<file path="config.mk">
export PLATFORM = sky130hd
export DESIGN_NAME = matmul_output_drain_flat
export DESIGN_NICKNAME = d
export VERILOG_FILES = /design/src/rtl/matmul_drain_pkg.sv /design/src/rtl/matmul_output_drain_if.sv /design/src/rtl/matmul_output_drain.sv /design/src/flat_wrapper.sv
export SDC_FILE = /design/constraint.sdc
export NUM_CORES = 1
export LEC_CHECK = 0
export ABC_AREA = 0
export BUFFER_PORTS_ARGS = -buffer_cell sky130_fd_sc_hd__buf_2
export CAP_MARGIN = 20
export CELL_PAD_IN_SITES_DETAIL_PLACEMENT = 1
export CELL_PAD_IN_SITES_GLOBAL_PLACEMENT = 1
export CORE_UTILIZATION = 30
export DETAILED_ROUTE_END_ITERATION = 12
export PLACE_DENSITY_LB_ADDON = 0.1
export SYNTH_ARGS = -nofsm -noshare
export SYNTH_HDL_FRONTEND = slang
export SYNTH_SLANG_ARGS = --single-unit
export TNS_END_PERCENT = 50
</file>
<file path="constraint.sdc">
create_clock -name clk -period 2.4 [get_ports clk]
set_input_delay 0.24 -clock clk [delete_from_list [all_inputs] [get_ports clk]]
set_output_delay 0.24 -clock clk [all_outputs]
set_load 0.05 [all_outputs]
</file>
<file path="src/rtl/matmul_drain_pkg.sv">
// Shared definitions for the output-matrix drain: FSM states and the buffer address map.
// ROWS/COLS fall back to 4x4 when the build does not define them.
`ifndef ROWS
`define ROWS 4
`endif
`ifndef COLS
`define COLS 4
`endif

package matmul_drain_pkg;

  typedef enum logic [2:0] {
    IDLE,
    FETCH,
    WAIT,
    PRESENT,
    DONE
  } drain_state_e;

  // Row-major word layout; the output collector uses the same mapping.
  function automatic int unsigned buf_addr(input int unsigned row,
                                           input int unsigned col,
                                           input int unsigned cols);
    return row * cols + col;
  endfunction

endpackage

</file>
<file path="src/rtl/matmul_output_drain_if.sv">
// Drain-side bus: control, output-buffer read/clear port and the row stream.
interface matmul_output_drain_if #(
  parameter int WORD_SIZE  = 16,
  parameter int ROWS       = `ROWS,
  parameter int COLS       = `COLS,
  parameter int ADDR_WIDTH = $clog2(ROWS*COLS),
  parameter int ROW_WIDTH  = $clog2(ROWS)+1
);

  logic                      start;
  logic                      busy;
  logic                      done;
  logic                      rd_en;
  logic [ADDR_WIDTH-1:0]     rd_addr;
  logic [WORD_SIZE-1:0]      rd_data;
  logic                      clr_we;
  logic [ADDR_WIDTH-1:0]     clr_addr;
  logic                      out_valid;
  logic                      out_ready;
  logic [COLS*WORD_SIZE-1:0] out_data;
  logic [ROW_WIDTH-1:0]      out_row;
  logic                      out_last;

  modport master (
    input  start, rd_data, out_ready,
    output busy, done, rd_en, rd_addr, clr_we, clr_addr,
           out_valid, out_data, out_row, out_last
  );

  modport slave (
    output start, rd_data, out_ready,
    input  busy, done, rd_en, rd_addr, clr_we, clr_addr,
           out_valid, out_data, out_row, out_last
  );

endinterface

</file>
<file path="src/rtl/matmul_output_drain.sv">
// Streams the accumulated ROWSxCOLS output buffer out one row per valid/ready beat.
// Define CLEAR_ON_READ_EN to zero each word as it is read (buffer ready for the next pass).
module matmul_output_drain
  import matmul_drain_pkg::*;
#(
  parameter int WORD_SIZE  = 16,
  parameter int ROWS       = `ROWS,
  parameter int COLS       = `COLS,
  parameter int ADDR_WIDTH = $clog2(ROWS*COLS)
) (
  input logic                   clk,
  input logic                   rst,
  matmul_output_drain_if.master bus
);

  localparam int ROW_W = $clog2(ROWS) + 1;
  localparam int COL_W = (COLS > 1) ? $clog2(COLS) : 1;

  drain_state_e state_q, state_d;

  logic [ROW_W-1:0]      row_q;
  logic [COL_W-1:0]      col_q;
  logic                  rd_vld_q;
  logic [COL_W-1:0]      cap_col_q;
  logic [WORD_SIZE-1:0]  lane_q [COLS];
  logic [ADDR_WIDTH-1:0] rd_addr_c;
  logic                  last_row;
  logic                  last_col;

  assign last_row  = (row_q == ROW_W'(ROWS-1));
  assign last_col  = (col_q == COL_W'(COLS-1));
  assign rd_addr_c = ADDR_WIDTH'(buf_addr(32'(row_q), 32'(col_q), unsigned'(COLS)));

  always_ff @(posedge clk) begin
    if (rst) state_q <= IDLE;
    else     state_q <= state_d;
  end

  always_comb begin
    state_d = state_q;
    case (state_q)
      IDLE:    if (bus.start)     state_d = FETCH;
      FETCH:   if (last_col)      state_d = WAIT;
      WAIT:                       state_d = PRESENT;
      PRESENT: if (bus.out_ready) state_d = last_row ? DONE : FETCH;
      DONE:                       state_d = IDLE;
      default:                    state_d = IDLE;
    endcase
  end

  always_comb begin
    bus.busy      = (state_q != IDLE);
    bus.done      = (state_q == DONE);
    bus.rd_en     = (state_q == FETCH);
    bus.out_valid = (state_q == PRESENT);
    bus.out_last  = (state_q == PRESENT) && last_row;
  end

  // Read data lands one cycle after its strobe, so the lane index travels with it.
  always_ff @(posedge clk) begin
    if (rst) begin
      row_q     <= '0;
      col_q     <= '0;
      rd_vld_q  <= 1'b0;
      cap_col_q <= '0;
      for (int c = 0; c < COLS; c++) lane_q[c] <= '0;
    end else begin
      rd_vld_q  <= bus.rd_en;
      cap_col_q <= col_q;
      case (state_q)
        IDLE: begin
          if (bus.start) begin
            row_q <= '0;
            col_q <= '0;
          end
        end
        FETCH:   col_q <= last_col ? '0 : col_q + COL_W'(1);
        PRESENT: if (bus.out_ready && !last_row) row_q <= row_q + ROW_W'(1);
        default: ;
      endcase
      if (rd_vld_q) lane_q[cap_col_q] <= bus.rd_data;
    end
  end

  always_comb begin
    bus.out_data = '0;
    for (int c = 0; c < COLS; c++) bus.out_data[c*WORD_SIZE +: WORD_SIZE] = lane_q[c];
  end

  assign bus.out_row = row_q;
  assign bus.rd_addr = rd_addr_c;

`ifdef CLEAR_ON_READ_EN
  logic [ADDR_WIDTH-1:0] cap_addr_q;

  // The zero-write trails the read by one cycle, never touching a word still being fetched.
  always_ff @(posedge clk) begin
    if (rst) cap_addr_q <= '0;
    else     cap_addr_q <= rd_addr_c;
  end

  assign bus.clr_we   = rd_vld_q;
  assign bus.clr_addr = cap_addr_q;
`else
  assign bus.clr_we   = 1'b0;
  assign bus.clr_addr = '0;
`endif

endmodule
</file>
<file path="src/flat_wrapper.sv">
// flat-port wrapper written by rule: the top's interface ports become plain ports
module matmul_output_drain_flat import matmul_drain_pkg::*;
#(
  parameter int WORD_SIZE  = 16,
  parameter int ROWS       = `ROWS,
  parameter int COLS       = `COLS,
  parameter int ADDR_WIDTH = $clog2(ROWS*COLS)
)
  (clk, rst, bus_start, bus_rd_data, bus_out_ready, bus_busy, bus_done, bus_rd_en, bus_rd_addr, bus_clr_we, bus_clr_addr, bus_out_valid, bus_out_data, bus_out_row, bus_out_last);
  matmul_output_drain_if #(.WORD_SIZE(WORD_SIZE), .ROWS(ROWS), .COLS(COLS), .ADDR_WIDTH(ADDR_WIDTH)) bus_i ();
  input logic clk;
  input logic rst;
  input wire logic [$bits(bus_i.start)-1:0] bus_start;
  input wire logic [$bits(bus_i.rd_data)-1:0] bus_rd_data;
  input wire logic [$bits(bus_i.out_ready)-1:0] bus_out_ready;
  output wire logic [$bits(bus_i.busy)-1:0] bus_busy;
  output wire logic [$bits(bus_i.done)-1:0] bus_done;
  output wire logic [$bits(bus_i.rd_en)-1:0] bus_rd_en;
  output wire logic [$bits(bus_i.rd_addr)-1:0] bus_rd_addr;
  output wire logic [$bits(bus_i.clr_we)-1:0] bus_clr_we;
  output wire logic [$bits(bus_i.clr_addr)-1:0] bus_clr_addr;
  output wire logic [$bits(bus_i.out_valid)-1:0] bus_out_valid;
  output wire logic [$bits(bus_i.out_data)-1:0] bus_out_data;
  output wire logic [$bits(bus_i.out_row)-1:0] bus_out_row;
  output wire logic [$bits(bus_i.out_last)-1:0] bus_out_last;
  assign bus_i.start = bus_start;
  assign bus_i.rd_data = bus_rd_data;
  assign bus_i.out_ready = bus_out_ready;
  assign bus_busy = bus_i.busy;
  assign bus_done = bus_i.done;
  assign bus_rd_en = bus_i.rd_en;
  assign bus_rd_addr = bus_i.rd_addr;
  assign bus_clr_we = bus_i.clr_we;
  assign bus_clr_addr = bus_i.clr_addr;
  assign bus_out_valid = bus_i.out_valid;
  assign bus_out_data = bus_i.out_data;
  assign bus_out_row = bus_i.out_row;
  assign bus_out_last = bus_i.out_last;
  matmul_output_drain #(.WORD_SIZE(WORD_SIZE), .ROWS(ROWS), .COLS(COLS), .ADDR_WIDTH(ADDR_WIDTH)) u_core (.clk(clk), .rst(rst), .bus(bus_i));
endmodule
</file>
==> results_dict.tcl, run 1 <==
set metrics [dict create \
    setup_viol 0 \
    p_leak_nw 1.71 \
    report.final.slew_viol_count 0 \
    numPortBuffers 95 \
    reg2reg_from "u_core.bus.out_row[0]" \
    yosysTopAreaCell "edfxtp_1" \
    worstMarginPinSlew_ns 1.04 \
    hp-start "bus_rd_data[8]" \
    path_clk_slew_ns 0.08 \
    cts_tree "yes" \
    die_width_um 103 \
    grt-ovfl-total 0 \
    nets 337 \
    die_area_um2 10500 \
    slew_headroom_pct 30.2 \
    gp_congestion 0.649 \
    htree_levels 3 \
    p_sw_share_pct 26.8 \
    place_inst 436 \
    postCtsHoldBufs 0 \
    root_buffer "clkbuf_8" \
    post_cts_buffers 0 \
    fin_util_pct 39.6 \
    coreArea_um2 9770 \
    synth_seq_area_share_pct 70.5 \
    clock_sinks 75 \
    rsz0062_at_grt "false" \
    outcome "completed" \
    syn_avg_cell_area_um2 14.3 \
    cts_buffer_depth 2 \
    vdd_drop_max_mv 0.322 \
    powerDensity_nw_per_um2 748 \
    wl_per_cell_um 15.5 \
    crit_type "reg -> out" \
    fin_skew_ns 0.0103 \
    die_h_um 103 \
    ys_types 37 \
    reg2reg_slack_ns 0.67 \
    clkPwrFrac_pct 35.9 \
    yosys_most_used_dff "edfxtp_1" \
    reg2reg_to "u_core.bus.out_row[2]" \
    worstHoldPathCells 2 \
    intPower_w 0.00212 \
    syn_to_final_growth_pct 27.3 \
    cts-resized-gates 0 \
    cts_buffers 9 \
    viasPerCell 4.30 \
    hold_viol 0 \
    grt_first_pass_wirelength_mm 10.6 \
    synth_top_area_share_pct 63.2 \
    grt_max_degree 18 \
    num_vias 1941 \
    p_comb_share_pct 12.7 \
    arrival_ns 1.71 \
    synth_edf_count 64 \
    synth.area.top_cells "edfxtp_1 63%, and2_1 13%, dfxtp_1 7.2%, buf_4 1.7%, ha_1 1.2%" \
    async_reset_ff_share_pct 0 \
    hold_slack_ns 0.203 \
    fill_cells 1085 \
    p_seq_share_pct 51.4 \
    holdPathEnd "u_core.lane_q[1][8]" \
    fin_crit_ns 1.95 \
    antenna_found_initial 0 \
    drtPass1Iterations 4 \
    drc 0 \
    synth-seq-cells 75 \
    grt_pass1_vias 1927 \
    critPathMaxFanout 14 \
    drt_iter0_drc 28 \
    yosysWarningCount 0 \
    n_antenna_cell 0 \
    antenna_left 0 \
    clock_latency_ns 0.35 \
    finalWirelength_mm 6.97 \
    period_share_pct 81.2 \
    r2r_cells 5 \
    stdcell_count 451 \
    end_kind "output port" \
    drv_cap 0 \
    rows 36 \
    syn_inst 212 \
    drive_above_1_share_pct 39.3 \
    dpl_cell_area_um2 3660 \
    switchingPower_w 0.000777 \
    syn_area_um2 3040 \
    hp-class "in -> reg" \
    start_util_pct 31.1 \
    setup-tns-final_ns 0 \
    grt_usage_pct 14.2 \
    clock.fmax_mhz 513 \
    dp_hpwl_mm 4.83 \
    fin_area_um2 3870 \
    ios 101 \
    cp.required_ns 2.16 \
    startpoint_type "flop" \
]
## worst max-delay path by stage
| stage | endpoint | start | slack (ns) | depth (start not counted) |
|---|---|---|---|---|
| floorplan | bus_out_last | u_core.state_q[1] | 0.36 | 4 |
| global placement | u_core.lane_q[2][14] | rst | 0.63 | 4 |
| detailed placement | u_core.lane_q[3][12] | rst | 0.58 | 4 |
| CTS | bus_rd_en | u_core.state_q[0] | 0.40 | 3 |
| global route | bus_rd_en | u_core.state_q[0] | 0.33 | 3 |
| finish | bus_rd_en | u_core.state_q[0] | 0.45 | 3 |
## logic make-up (layout without fill, tap and decap cells)
group,count (synthesis),count (layout),synth area share (%)
AO/OA/AOI/OAI,11,11,2.76
buffers and inverters,18,120,3.29
adder cells (fa/ha/maj),3,3,1.24
flip-flops,75,75,70.5
other,1,5,0.123
multiplexers,3,3,1.07
AND/OR/NAND/NOR,101,101,21.0
## cells in the mapped netlist (all sizes together) (3+ instances only)
cell / count
and2: 65
edfxtp: 64
buf: 12
dfxtp: 11
nand2: 7
nor2: 6
nor2b: 4
a21oi: 3
clkbuf: 3
ha: 3
inv: 3
nand2b: 3
nor3: 3
nor3b: 3
## sequential cells by signal, indices dropped and copies added, names as in the netlist
signal and count:
u_core.lane_q 64, u_core.bus.out_row 3, u_core.state_q 3, u_core.cap_col_q 2
u_core.col_q 2, u_core.rd_vld_q 1
## critical path, stage by stage, from the launching register on
cell and delay (ns):
dfxtp_1 0.58, or3b_1 0.43, inv_1 0.09, buf_2 0.26
## through the flow
step / total power [W] / worst slack [ns]
6_report: 0.00290 / 0.451
5_1_grt: 0.00301 / 0.334
4_1_cts: 0.00293 / 0.405
3_5_place_dp: 0.00189 / 0.585
3_3_place_gp: 0.00189 / 0.627
2_1_floorplan: 0.00179 / 0.356
## cell usage in the layout, fill, tap and decap left out, drive strengths merged, types with 3 or more instances in the layout
cell type and n:
nor3 3, inv 3, nand2b 3, clkinv 3
nor2 6, clkbuf 10, nor3b 3, nand2 7
a21oi 3, edfxtp 64, dfxtp 11, ha 3
and2 65, buf 102, conb 5, nor2b 4
## cell type report
class / instances / area (µm²) / area share, %
Tap cell: 133 / 166 / 4.30
Timing Repair Buffer: 102 / 528 / 13.6
Clock inverter: 5 / 78.8 / 2.04
Inverter: 3 / 11.3 / 0.291
Clock buffer: 10 / 128 / 3.30
Multi-Input combinational cell: 123 / 816 / 21.1
Sequential cell: 75 / 2140 / 55.4
## power groups by stage
stage	sequential [W]	clock [W]	combinational, W
final	0.00149	0.00104	0.000368
after global routing	0.00150	0.00113	0.000390
after CTS	0.00149	0.00107	0.000375
after detailed placement	0.00152	0	0.000375
after global placement	0.00152	0	0.000372
after floorplan	0.00170	0	0.0000882
## metal layers
| layer | share of wire [%] | vias to the layer above | GRT usage (%) |
|---|---|---|---|
| li1 | - | 928 | - |
| met1 | 43 | 936 | 17.3 |
| met2 | 49 | 67 | 23.1 |
| met3 | 7.2 | 10 | 5.08 |
| met4 | 1.5 | 0 | 5.27 |
| met5 | 0 | - | 0 |
(Power assumes the default switching activity.)
==> run 2: changes to the inputs <==
==> constraint.sdc (replaced) <==
create_clock -name clk -period 1.65 [get_ports clk]
set_input_delay 0.165 -clock clk [delete_from_list [all_inputs] [get_ports clk]]
set_output_delay 0.165 -clock clk [all_outputs]
set_load 0.05 [all_outputs]
==> run 2 against run 1 <==
Compared with the run above: clock-buffer cell count did not move; critical path depth did not move; critical endpoint unchanged; clock skew rose by 0.0031 ns; cell area rose by 3.7%; cell count rose by 2.7%; flip-flop and latch count did not move; setup slack got worse by 0.39 ns; via count rose by 3.0%; non-clock buffer count rose by 11; combinational power rose by 54%.
==> results_dict.tcl, run 2 (synthesis gave the netlist of run 1 again) <==
set metrics [dict create \
    rsz0062_at_grt "true" \
    end_kind "output port" \
    fill_cells 1060 \
    antenna_found_initial 0 \
    hold_viol 0 \
    busiest_layer "met2" \
    cts_tree "yes" \
    ios 101 \
    clock_sinks 75 \
    coreArea_um2 9770 \
    drtPass1Iterations 4 \
    die_h_um 103 \
    grt_max_degree 17 \
    use_met3_pct 3.86 \
    hp-class "in -> reg" \
    clock_latency_ns 0.34 \
    rows 36 \
    arrival_ns 1.42 \
    fin_skew_ns 0.0133 \
    path_clk_slew_ns 0.08 \
    dp_hpwl_mm 4.97 \
    cp.required_ns 1.48 \
    nets 348 \
    postCtsHoldBufs 0 \
    layout_setup_ws_ns 0.0627 \
    drt_iter0_drc 32 \
    vdd_drop_max_mv 0.551 \
    report.final.slew_viol_count 0 \
    cts_buffers 9 \
    cp-startpoint "u_core.state_q[1]" \
    gp_congestion 0.714 \
    num_vias 1999 \
    final_common_cell "buf_2" \
    p_leak_nw 1.78 \
    max_flop_register "u_core.lane_q" \
    setup_viol 0 \
    drive_above_1_share_pct 43.3 \
    powerDensity_nw_per_um2 1070 \
    startpoint_type "flop" \
    root_buffer "clkbuf_8" \
    grt_first_pass_wirelength_mm 10.5 \
    largest_reg_flops 64 \
    grt_usage_pct 13.8 \
    die_area_um2 10500 \
    critPathMaxFanout 15 \
    viasPerCell 4.32 \
    crit_type "reg -> out" \
    period_share_pct 96.2 \
    finalWirelength_mm 7.07 \
    start_util_pct 31.1 \
    clock.fmax_mhz 630 \
    use_met1_pct 17.1 \
    syn_to_final_growth_pct 32.0 \
    cts_buffer_depth 2 \
    antenna_left 0 \
    fin_util_pct 41.0 \
    worstMarginPinSlew_ns 0.928 \
    dp_slack_ns 0.00208 \
    fin_crit_ns 1.59 \
    grt-ovfl-total 0 \
    final_cell_mix "92 x buf_2, 65 x and2_1, 64 x edfxtp_1" \
    grtUsageMet2_pct 22.8 \
    outcome "completed" \
    grt_pass1_vias 1967 \
    drv_cap 0 \
    reg2reg_from "u_core.bus.out_row[1]" \
    numPortBuffers 95 \
    wl_per_cell_um 15.3 \
    slew_headroom_pct 38.1 \
    n_antenna_cell 0 \
    drc 0 \
    die_width_um 103 \
    htree_levels 3 \
    hp-start "rst" \
]
run 2: cell types whose count changed in the layout (fill, tap and decap cells not counted), moves of 2 or more:
cell / change
buf_6: +2
buf_2: -3
dfxtp_4: +3
clkinvlp_4: +2
dfxtp_1: -4
buf_4: +11
clkinv_2: -2
run 2: worst paths after layout:
path | end | slack (ns) | cells past startpoint
min | u_core.col_q[0] | 0.13 | 2
min reg2reg | u_core.bus.out_row[1] | 0.49 | 2
max reg2reg | u_core.bus.out_row[0] | 0.06 | 5
max | bus_rd_en | 0.06 | 3
run 2: timing repair:
| action | 4_1_cts | 5_1_grt |
|---|---|---|
| pin swaps | 1 | 1 |
| gates resized for setup | 6 | 8 |
| buffers inserted | 0 | 0 |
| setup endpoints to repair | 5 | 4 |
run 2: critical path: stages, from the launching register on:
cell and delay [ns]:
dfxtp_4 0.40, or3b_1 0.42, inv_1 0.11, buf_6 0.16
run 2: area by class of cell:
type | instances | area [µm²] | area share (%)
Clock buffer | 10 | 128 | 3.18
Clock inverter | 6 | 87.6 | 2.18
Inverter | 3 | 11.3 | 0.281
Multi-Input combinational cell | 123 | 826 | 20.6
Sequential cell | 75 | 2150 | 53.7
Tap cell | 133 | 166 | 4.15
Timing Repair Buffer | 113 | 638 | 15.9
run 2: report_power, final:
part	leakage [nW]	switching, W	internal [W]
clock network	0.101	0.000702	0.000853
logic	0.922	0.000438	0.000129
registers	0.754	0.0000260	0.00213
run 2: metrics by stage:
step | setup TNS, ns | cells | hold slack (ns) | area, µm² | power [W]
floorplan | -0.420 | 216 | 0.255 | 3060 | 0.00260
global placement | 0 | 447 | 0.480 | 3770 | 0.00277
detailed placement | 0 | 447 | 0.483 | 3770 | 0.00277
CTS | 0 | 463 | 0.124 | 3990 | 0.00433
global route | -0.0113 | 463 | 0.124 | 4010 | 0.00443
finish | 0 | 463 | 0.132 | 4010 | 0.00428
run 2: routing by layer:
layer	wire length [µm]	part of all wire, %	vias up
met5	0	0	-
met4	93	1.3	0
met3	481	6.8	9
met2	3430	49	66
met1	3060	43	970
li1	-	-	954
==> run 3: changes to the inputs <==
--- a/config.mk
+++ b/config.mk
@@ -5,12 +5,13 @@
 export SDC_FILE = /design/constraint.sdc
 export NUM_CORES = 1
 export LEC_CHECK = 0
-export ABC_AREA = 0
+export ABC_AREA = 1
 export BUFFER_PORTS_ARGS = -buffer_cell sky130_fd_sc_hd__buf_2
 export CAP_MARGIN = 20
 export CELL_PAD_IN_SITES_DETAIL_PLACEMENT = 1
 export CELL_PAD_IN_SITES_GLOBAL_PLACEMENT = 1
 export CORE_UTILIZATION = 30
+export CTS_BUF_LIST = sky130_fd_sc_hd__clkbuf_8 sky130_fd_sc_hd__clkbuf_16
 export DETAILED_ROUTE_END_ITERATION = 12
 export PLACE_DENSITY_LB_ADDON = 0.1
 export SYNTH_ARGS = -nofsm -noshare
==> run 3 against run 2 <==
Compared with the run above: cell count up 6.9%; synthesized cell count up 20%; global-route usage up 0.98 points; via count up 4.4%; area after synthesis down 2.9%; setup slack better by 0.058 ns; routed wire length up 0.95%; non-clock buffer count down 8; flip-flop and latch count unchanged; power up 13%.
==> results_dict.tcl, run 3 <==
set metrics [dict create \
    outcome "completed" \
    grtUsageMet2_pct 24.2 \
    synth_commonest_cells "71 x nor2_1, 64 x edfxtp_1, 33 x inv_1, 23 x nand2_1, 18 x nor3_1" \
    powerDensity_nw_per_um2 1270 \
    period_share_pct 92.7 \
    ys_types 24 \
    die_h_um 101 \
    crit_type "reg -> out" \
    stdcell_count 495 \
    final_cell_mix "93 x buf_2, 71 x nor2_1, 64 x edfxtp_1" \
    syn_to_final_growth_pct 29.5 \
    worstHoldPathCells 2 \
    use_met3_pct 3.04 \
    start_util_pct 31.5 \
    arrival_ns 1.36 \
    syn_area_um2 2950 \
    die_width_um 101 \
    grt_usage_pct 14.8 \
    gp_congestion 0.706 \
    synth_seq_area_share_pct 72.6 \
    reg2reg_slack_ns 0.26 \
    numPortBuffers 95 \
    r2r_cells 7 \
    setup_viol 0 \
    reg2reg_to "u_core.lane_q[1][6]" \
    nets 385 \
    critPathMaxFanout 5 \
    max_flop_register "u_core.lane_q" \
    fin_crit_ns 1.53 \
    drv_cap 0 \
    fin_util_pct 40.8 \
    largest_reg_flops 64 \
    cts_tree "yes" \
    p_leak_nw 1.77 \
    dp_hpwl_mm 5.08 \
    setup-tns-final_ns 0 \
    antenna_left 0 \
    ios 101 \
    hp-class "in -> reg" \
    hp-start "rst" \
    htree_levels 3 \
    post_cts_buffers 0 \
    report.final.slew_viol_count 0 \
    drive_above_1_share_pct 36.9 \
    busiest_layer "met2" \
    place_inst 480 \
    n_antenna_cell 0 \
    yosysWarningCount 0 \
    clock_latency_ns 0.35 \
    fin_skew_ns 0.00823 \
    hold_viol 0 \
    grt_max_degree 33 \
    yosysTopAreaCell "edfxtp_1" \
    drt_iter0_drc 49 \
    path_clk_slew_ns 0.08 \
    synth.area.top_cells "edfxtp_1 65%, nor2_1 9.0%, dfxtp_1 7.5%, inv_1 4.2%, nor3_1 3.1%" \
    clock_sinks 75 \
    root_buffer "clkbuf_8" \
    startpoint_type "flop" \
    grt-ovfl-total 0 \
    reg2reg_from "u_core.rd_vld_q" \
    num_vias 2087 \
    cp.required_ns 1.48 \
    cts-resized-gates 2 \
    cp-startpoint "u_core.bus.out_row[0]" \
    die_area_um2 10200 \
    yosys_most_used_dff "edfxtp_1" \
    final_common_cell "buf_2" \
    async_reset_ff_share_pct 0 \
    viasPerCell 4.22 \
    end_kind "output port" \
    synth-seq-cells 75 \
    grt_pass1_vias 2140 \
    yosysMostFrequentCell "nor2_1" \
    cts_buffers 9 \
    clock.fmax_mhz 654 \
    synth_top_area_share_pct 65.1 \
    syn_inst 255 \
    coreArea_um2 9370 \
    holdPathEnd "u_core.cap_col_q[0]" \
    drc 0 \
    rsz0062_at_grt "false" \
    postCtsHoldBufs 0 \
    drtPass1Iterations 4 \
    rows 35 \
    use_met1_pct 18.9 \
    wl_per_cell_um 14.4 \
    finalWirelength_mm 7.13 \
    cts_buffer_depth 2 \
    grt_first_pass_wirelength_mm 11.1 \
    vdd_drop_max_mv 0.575 \
    antenna_found_initial 0 \
    syn_avg_cell_area_um2 11.6 \
    synth_edf_count 64 \
]
-- run 3: cell types whose count changed after synthesis, sizes merged, moves of 3 or more --
| cell | delta |
|---|---|
| nor2b | -4 |
| nor3 | +15 |
| nand2b | -3 |
| and2 | -65 |
| nand2 | +18 |
| nor3b | -3 |
| nand3 | +4 |
| inv | +33 |
| nor2 | +67 |
-- run 3: area by class of cell --
class                      instances  area [µm²]
fill                            1071        5550
sequential                        75        2150
multi-input combinational        134         612
timing repair buffer             105         597
tap                              129         161
inverter                          37         139
clock buffer                       9         124
clock inverter                     6        43.8
-- run 3: routing by layer --
metal	routed length, µm	vias up
li1	-	1028
met1	3190	983
met2	3420	66
met3	385	10
met4	135	0
met5	0	-
-- run 3: report_power, final --
part           internal, W  total [W]  switching, W
Combinational     0.000285    0.00131       0.00102
Sequential         0.00222    0.00231     0.0000862
Clock             0.000539    0.00123      0.000692
Total              0.00305    0.00485       0.00180
-- run 3: critical path, stage by stage, from the launching register on --
cell and delay [ns]:
dfxtp_2 0.34, ha_1 0.20, ha_2 0.19, nand2_1 0.09, inv_1 0.05, buf_6 0.14
-- run 3: kinds of logic (layout without fill, tap and decap cells) --
| logic type | Yosys count | after routing | synth area share, % |
|---|---|---|---|
| AOI/OAI and AO/OA | 5 | 5 | 1.10 |
| buffers and inverters | 50 | 157 | 7.88 |
| adders and majority gates | 3 | 3 | 1.27 |
| DFF | 75 | 75 | 72.6 |
| other | 1 | 5 | 0.127 |
| and+or+nand+nor | 121 | 121 | 17.0 |
-- run 3: per-stage QoR --
step	power (W)	area [µm²]	hold WS, ns	setup slack [ns]
6_report	0.00485	3820	0.0811	0.120
4_1_cts	0.00492	3810	0.0672	0.00830
3_5_place_dp	0.00367	3640	0.447	0.273
3_3_place_gp	0.00365	3640	0.449	0.332
2_1_floorplan	0.00336	2980	0.237	0.00274
5_1_grt	0.00510	3820	0.0877	0.00898
-- run 3: worst max path at each step --
| stage | cells after the start | end | slack [ns] |
|---|---|---|---|
| detailed placement | 7 | u_core.lane_q[1][13] | 0.27 |
| finish | 5 | bus_out_last | 0.12 |
| global placement | 7 | u_core.lane_q[1][13] | 0.33 |
| floorplan | 4 | bus_out_last | 0.003 |
| global route | 5 | bus_out_last | 0.009 |
| CTS | 5 | bus_out_last | 0.008 |
